--- src/rtl/rollback_ctrl_pkg.sv ---
// -----------------------------------------------------------------------------
// rollback_ctrl_pkg
// Shared ROB header package: ROB geometry constants, the ROB entry layout and
// the rollback controller state encoding.
// -----------------------------------------------------------------------------
package rollback_ctrl_pkg;

    localparam int NUM_ROB = 32;   // ROB entries (power of two)
    localparam int NUM_BR  = 2;    // branch-resolution requesters

    // Rollback controller FSM states
    typedef enum logic [1:0] {
        IDLE    = 2'd0,
        FLUSH   = 2'd1,
        DRAIN   = 2'd2,
        RECOVER = 2'd3
    } ROLLBACK_STATE_t;

    // One ROB entry as seen by the rest of the core
    typedef struct packed {
        logic        valid;
        logic        done;
        logic        is_branch;
        logic        mispredict;
        logic [31:0] pc;
    } ROB_t;

endpackage

--- src/rtl/rollback_ctrl_age_arbiter.sv ---
// -----------------------------------------------------------------------------
// age_arbiter
// Combinational oldest-of-NUM_BR selector. Age of a ROB index is its distance
// from the current head (modular), so a smaller age is an older instruction.
// Ties resolve to the lowest requester number.
//
// Ports
//   cand        in   per-requester candidate flag (valid & mispredict)
//   rob_idx     in   per-requester ROB index
//   head_idx    in   current ROB head
//   age         out  per-requester age relative to head_idx
//   win_valid   out  at least one candidate present
//   win_sel     out  winning requester number
//   win_rob_idx out  ROB index of the winning requester
// -----------------------------------------------------------------------------
module age_arbiter #(
    parameter int NUM_ROB = rollback_ctrl_pkg::NUM_ROB,
    parameter int NUM_BR  = rollback_ctrl_pkg::NUM_BR,
    localparam int IDX_W  = $clog2(NUM_ROB),
    localparam int SEL_W  = (NUM_BR > 1) ? $clog2(NUM_BR) : 1
) (
    input  logic [NUM_BR-1:0]            cand,
    input  logic [NUM_BR-1:0][IDX_W-1:0] rob_idx,
    input  logic [IDX_W-1:0]             head_idx,
    output logic [NUM_BR-1:0][IDX_W-1:0] age,
    output logic                         win_valid,
    output logic [SEL_W-1:0]             win_sel,
    output logic [IDX_W-1:0]             win_rob_idx
);

    // IDX_W-bit subtraction wraps naturally, giving the modular age
    generate
        for (genvar gi = 0; gi < NUM_BR; gi++) begin : g_age
            assign age[gi] = rob_idx[gi] - head_idx;
        end
    endgenerate

    logic [IDX_W-1:0] best_age;

    // Strict less-than keeps the lower requester on equal ages
    always_comb begin
        win_valid   = 1'b0;
        win_sel     = '0;
        win_rob_idx = '0;
        best_age    = '0;
        for (int i = 0; i < NUM_BR; i++) begin
            if (cand[i] && (!win_valid || (age[i] < best_age))) begin
                win_valid   = 1'b1;
                win_sel     = SEL_W'(i);
                win_rob_idx = rob_idx[i];
                best_age    = age[i];
            end
        end
    end

endmodule

--- src/rtl/rollback_ctrl.sv ---
// -----------------------------------------------------------------------------
// rollback_ctrl
// Picks the oldest mispredicted branch, pulses a rollback to the ROB, then
// stalls dispatch until the ROB head reaches the branch plus RECOVER_CYC
// recovery cycles. An older mispredict arriving while draining/recovering
// restarts the rollback at the older branch.
//
// Ports
//   clock            in   sole clock, rising edge
//   reset            in   synchronous active-high reset (wins over en)
//   en               in   global enable; low freezes all state
//   br_valid         in   [NUM_BR] branch resolved this cycle
//   br_mispredict    in   [NUM_BR] resolved branch mispredicted
//   br_rob_idx       in   [NUM_BR][log2 NUM_ROB] ROB index per branch
//   rob_head_idx     in   current ROB head
//   rollback_en      out  one-cycle rollback pulse (FLUSH state)
//   ROB_rollback_idx out  held branch index
//   dispatch_stall   out  high whenever not IDLE
//   br_ack           out  [NUM_BR] request consumed (= br_valid when enabled)
//   busy             out  state != IDLE
// -----------------------------------------------------------------------------
module rollback_ctrl #(
    parameter int NUM_ROB     = rollback_ctrl_pkg::NUM_ROB,
    parameter int NUM_BR      = rollback_ctrl_pkg::NUM_BR,
    parameter int RECOVER_CYC = 2,
    localparam int IDX_W      = $clog2(NUM_ROB),
    localparam int SEL_W      = (NUM_BR > 1) ? $clog2(NUM_BR) : 1,
    localparam int CNT_W      = $clog2(RECOVER_CYC + 1)
) (
    input  logic                         clock,
    input  logic                         reset,
    input  logic                         en,
    input  logic [NUM_BR-1:0]            br_valid,
    input  logic [NUM_BR-1:0]            br_mispredict,
    input  logic [NUM_BR-1:0][IDX_W-1:0] br_rob_idx,
    input  logic [IDX_W-1:0]             rob_head_idx,
    output logic                         rollback_en,
    output logic [IDX_W-1:0]             ROB_rollback_idx,
    output logic                         dispatch_stall,
    output logic [NUM_BR-1:0]            br_ack,
    output logic                         busy
);

    import rollback_ctrl_pkg::*;

    ROLLBACK_STATE_t state_q, state_d;
    logic [IDX_W-1:0] held_idx_q, held_idx_d;
    logic [CNT_W-1:0] cnt_q, cnt_d;

    logic [NUM_BR-1:0]            cand;
    logic [NUM_BR-1:0][IDX_W-1:0] cand_age;
    logic                         win_valid;
    logic [SEL_W-1:0]             win_sel;
    logic [IDX_W-1:0]             win_rob_idx;
    logic [IDX_W-1:0]             win_age;
    logic [IDX_W-1:0]             held_age;
    logic                         win_older;

    assign cand = br_valid & br_mispredict;

    age_arbiter #(
        .NUM_ROB (NUM_ROB),
        .NUM_BR  (NUM_BR)
    ) u_age_arbiter (
        .cand        (cand),
        .rob_idx     (br_rob_idx),
        .head_idx    (rob_head_idx),
        .age         (cand_age),
        .win_valid   (win_valid),
        .win_sel     (win_sel),
        .win_rob_idx (win_rob_idx)
    );

    // Both ages are measured from the current head, so a moving head keeps
    // the comparison consistent across the wrap.
    assign win_age   = cand_age[win_sel];
    assign held_age  = held_idx_q - rob_head_idx;
    assign win_older = win_valid && (win_age < held_age);

    always_comb begin
        state_d    = state_q;
        held_idx_d = held_idx_q;
        cnt_d      = cnt_q;
        case (state_q)
            IDLE: begin
                if (win_valid) begin
                    held_idx_d = win_rob_idx;
                    state_d    = FLUSH;
                end
            end
            // New candidates are ignored here: the pulse already squashes
            // everything younger than the held branch.
            FLUSH: state_d = DRAIN;
            DRAIN: begin
                if (win_older) begin
                    held_idx_d = win_rob_idx;
                    state_d    = FLUSH;
                end else if (rob_head_idx == held_idx_q) begin
                    cnt_d   = CNT_W'(RECOVER_CYC - 1);
                    state_d = RECOVER;
                end
            end
            RECOVER: begin
                if (win_older) begin
                    held_idx_d = win_rob_idx;
                    state_d    = FLUSH;
                end else if (cnt_q == '0) begin
                    state_d = IDLE;
                end else begin
                    cnt_d = cnt_q - 1'b1;
                end
            end
            default: state_d = IDLE;
        endcase
    end

    always_ff @(posedge clock) begin
        if (reset) begin
            state_q    <= IDLE;
            held_idx_q <= '0;
            cnt_q      <= '0;
        end else if (en) begin
            state_q    <= state_d;
            held_idx_q <= held_idx_d;
            cnt_q      <= cnt_d;
        end
    end

    // Outputs decode the registered state; the pulse and acks are suppressed
    // while frozen or in reset so no rollback escapes an abandoned sequence.
    assign rollback_en      = en && !reset && (state_q == FLUSH);
    assign ROB_rollback_idx = held_idx_q;
    assign dispatch_stall   = (state_q != IDLE);
    assign busy             = (state_q != IDLE);
    assign br_ack           = (en && !reset) ? br_valid : '0;

endmodule

--- config.mk ---
export PLATFORM = sky130hd
export DESIGN_NAME = rollback_ctrl
export DESIGN_NICKNAME = d
export VERILOG_FILES = /design/src/rtl/rollback_ctrl_pkg.sv /design/src/rtl/rollback_ctrl_age_arbiter.sv /design/src/rtl/rollback_ctrl.sv
export SDC_FILE = /design/constraint.sdc
export NUM_CORES = 1
export LEC_CHECK = 0
export CORE_UTILIZATION = 35
export DETAILED_ROUTE_END_ITERATION = 8
export GPL_TIMING_DRIVEN = 0
export PLACE_DENSITY = 0.68
export SLEW_MARGIN = 15
export SYNTH_ARGS = -nofsm -noshare
export SYNTH_HDL_FRONTEND = slang
export SYNTH_HIERARCHICAL = 1
export SYNTH_SLANG_ARGS = --single-unit
export TNS_END_PERCENT = 1
--- constraint.sdc ---
create_clock -name clock -period 5.85 [get_ports clock]
set_input_delay 0.585 -clock clock [delete_from_list [all_inputs] [get_ports clock]]
set_output_delay 0.585 -clock clock [all_outputs]
set_load 0.01 [all_outputs]
==> reports/results.tsv <==
stage	metric	value	unit
clock_network	total CTS buffers	3	
routing	DRC viols	0	
clock_network	hold_buf cts	0	
clock_network	Root Buffer	clkbuf_8	
clock_network	clock sinks	9	
final_layout	commonest cells after routing, fill and taps aside	clkdlybuf4s50_1, inv_1, ha_1	
die	row cnt	23	
clock_network	CTS clk-pin slew, worst paths	0.05	ns
pwr	Total Power	0.334	mW
final_layout	commonest non-fill, non-tap cell in the layout	clkdlybuf4s50_1	
critical_path	data arrival time of the worst path	4.99	ns
critical_path	nature of the critical path endpoint	flop	
pwr	Sw Share	0.382	
critical_path	slowest cell on the critical path	clkdlybuf4s50_1	
routing	post-DR vias/cell	5.30	
logic_synthesis	share of the synthesized area in the top cell type	0.174	
outcome	status	finished clean	
logic_synthesis	ys flop type	dfxtp_1	
routing	WL per Instance	13.2	um
critical_path	Setup CP Type	input port to flop	
global_routing	pin count of the biggest net entering global routing	11	
final_layout	share of cells above drive strength 1	0.131	
critical_path	startpoint types	input port	
critical_path	crit-path max FO	10	
sta	Hold Vio Cnt, Final	0	
global_routing	number of global-route vias before repair	1366	
routing	drt first pass iters	4	
critical_path	worst-path cell chain	clkdlybuf4s50_1 > ha_1 > inv_1 > fa_1 > a21o_1 > a21oi_1 > xnor2_1 > nand2_1 > ha_1 > a21oi_1 > o21ai_0 > o21ba_2 > mux2_2 > ha_1 > a21oi_1 > o2111a_1 > buf_2 > a211o_1 > o2111ai_1	
place	routability-driven placement congestion ratio	0.792	
clock_network	Clk Latency, worst-skew pair	0.23	ns
pwr	Power Internal	0.207	mW
place	DP HPWL	2880	um
clock_network	H-tree Lvls	1	
clock_network	post-CTS setup buffer count	0	
pwr	Clk pwr share	0.217	
logic_synthesis	post-synthesis sequential area ratio	0.119	
pwr	PD cells	174	nW/um^2
logic_synthesis	Async SR Flop Fraction	0	
die	# IOs	32	
final_layout	fin util	0.470	
sta	Worst slew margin	0.705	
place	port bufs	30	
sta	Final Max Slew Viols	0	
final_layout	Final #Nets	260	
critical_path	Critical Path RT	5.94	ns
die	Die Area	4590	um^2
logic_synthesis	Post-Syn Nets	225	
die	die width	67.7	um
global_routing	initial antenna violation count	0	
final_layout	Fillers	428	
sta	Fin Setup TNS	0	ns
routing	total number of vias	1395	
pwr	VDD IR-drop max	0.0899	mV
pwr	proportion of power drawn by combinational gates	0.578	
global_routing	gr ovfl total	0	
hold_path	Hold Path Class	flop to flop	
logic_synthesis	Yosys cell types	53	
final_layout	Reg area	180	um^2
clock_network	post-CTS sizing	0	
logic_synthesis	Synth Instances	179	
run	MaxCap Viol Count	0	
sta	Final Setup Violations	0	
sta	clk_skew	0.00193	ns
global_routing	GRT Util Overall	0.171	
sta	post-layout minimum cycle time	4.89	ns
pwr	leakage dissipation	0.824	nW
final_layout	area growth from synthesis to layout	27.0	%
global_routing	first-pass GRT wire length	5980	um
final_layout	diode count	0	
die	Starting Density	0.370	
logic_synthesis	Synth area leader	ha_1	
pwr	part of the power in registers	0.205	
sta	FMAX	204	MHz
critical_path	Crit path largest cell delay	0.54	ns
logic_synthesis	Cell Area, Synth	1510	um^2
logic_synthesis	ranking of synthesized cells by area	ha_1, dfxtp_1, inv_1	
routing	DR iter-0 viols	27	
clock_network	TritonCTS clock tree	built	
die	CORE AREA	4090	um^2
routing	drt total wl	3480	um
clock_network	CTS Buffer Depth	2	
die	Chip Height	67.7	um
logic_synthesis	Synth warnings	6	
logic_synthesis	Post-synth EDFFs	0	
routing	post-route ant nets	0	
final_layout	Multi-input gate area	1200	um^2
logic_synthesis	flops & latches, synth	9	
sta	RSZ-0062 raised after global routing	no	
sta	slew of the pin with the lowest slew margin	0.442	ns
logic_synthesis	Avg Inst Size Synth	8.44	um^2
sta	crit share post-route	0.837	
pwr	sw power	0.128	mW
cell usage after synthesis (all sizes together) (3+ instances only):
cell type	number
buf	4
nand3	6
nand4	5
nand2	8
a32o	5
a21o	6
dfxtp	9
a21oi	11
nand2b	7
ha	21
o2111ai	5
inv	21
and3b	3
xnor2	8
mux2	5
xor2	4
o21ai	3
nor2b	6
fa	3
a211o	6
clkbuf	4
final timing paths:
check | from | slack [ns] | end | cells after the start
setup reg to reg | ROB_rollback_idx[0] | 3.07 | ROB_rollback_idx[1] | 13
hold reg to reg | cnt_q[1] | 0.48 | cnt_q[1] | 2
hold / removal | cnt_q[1] | 0.48 | cnt_q[1] | 2
setup / recovery | rob_head_idx[0] | 0.96 | ROB_rollback_idx[2] | 19
power by group through the flow:
| stage | sequential (mW) | clock, mW | combinational (mW) |
|---|---|---|---|
| final | 0.0686 | 0.0724 | 0.193 |
| after floorplan | 0.0700 | 0 | 0.134 |
| after detailed placement | 0.0698 | 0 | 0.192 |
| after global placement | 0.0698 | 0 | 0.189 |
| after CTS | 0.0686 | 0.0753 | 0.193 |
| after global routing | 0.0689 | 0.0801 | 0.218 |
cell families (layout without fill, tap and decap cells):
logic type | count (synthesis) | in the layout | share of synthesized area
XOR/XNOR | 12 | 12 | 0.0695
adder cells (fa/ha/maj) | 24 | 24 | 0.214
AND/OR/NAND/NOR | 47 | 47 | 0.185
AO/OA/AOI/OAI | 51 | 51 | 0.278
flip-flops | 9 | 9 | 0.119
multiplexers | 6 | 6 | 0.0464
buffers and inverters | 30 | 64 | 0.0886
worst max-delay path: cells and delay by family:
kind                     cells  cell delay [ns]
multiplexers                 1             0.37
adder cells (fa/ha/maj)      4             1.24
AO/OA/AOI/OAI                9             1.71
buffers and inverters        3             0.82
AND/OR/NAND/NOR              1             0.09
XOR/XNOR                     1             0.18
final cells by class:
class / count / area share
clock buffers: 4 / 0.0235
plain buffers: 9 / 0.0287
well taps: 50 / 0.0326
inverters: 21 / 0.0411
multi-input cells: 140 / 0.624
repair buffers: 30 / 0.156
flip-flops and latches: 9 / 0.0939
sequential cells by signal, summed over array words and instances (netlist names):
name,count
state_q,2
ROB_rollback_idx,5
cnt_q,2
metal layers:
layer / track usage / vias up / wire length (um) / share of wire
met5: 0 / - / 0 / 0
met4: 0.00798 / 0 / 0 / 0
met3: 0.0422 / 0 / 129 / 0.037
met2: 0.283 / 29 / 1540 / 0.44
met1: 0.232 / 635 / 1810 / 0.52
li1: - / 731 / - / -
through the flow:
step | std cells | hold slack, ns | setup slack [ns] | instance area, um^2
2_1_floorplan | 179 | 0.452 | 1.60 | 1510
3_3_place_gp | 259 | 0.466 | 0.771 | 1870
3_5_place_dp | 259 | 0.475 | 0.745 | 1870
4_1_cts | 263 | 0.483 | 0.965 | 1920
5_1_grt | 263 | 0.512 | 0.659 | 1920
6_report | 263 | 0.475 | 0.956 | 1920
No activity file was read; power rests on OpenSTA's default activity.
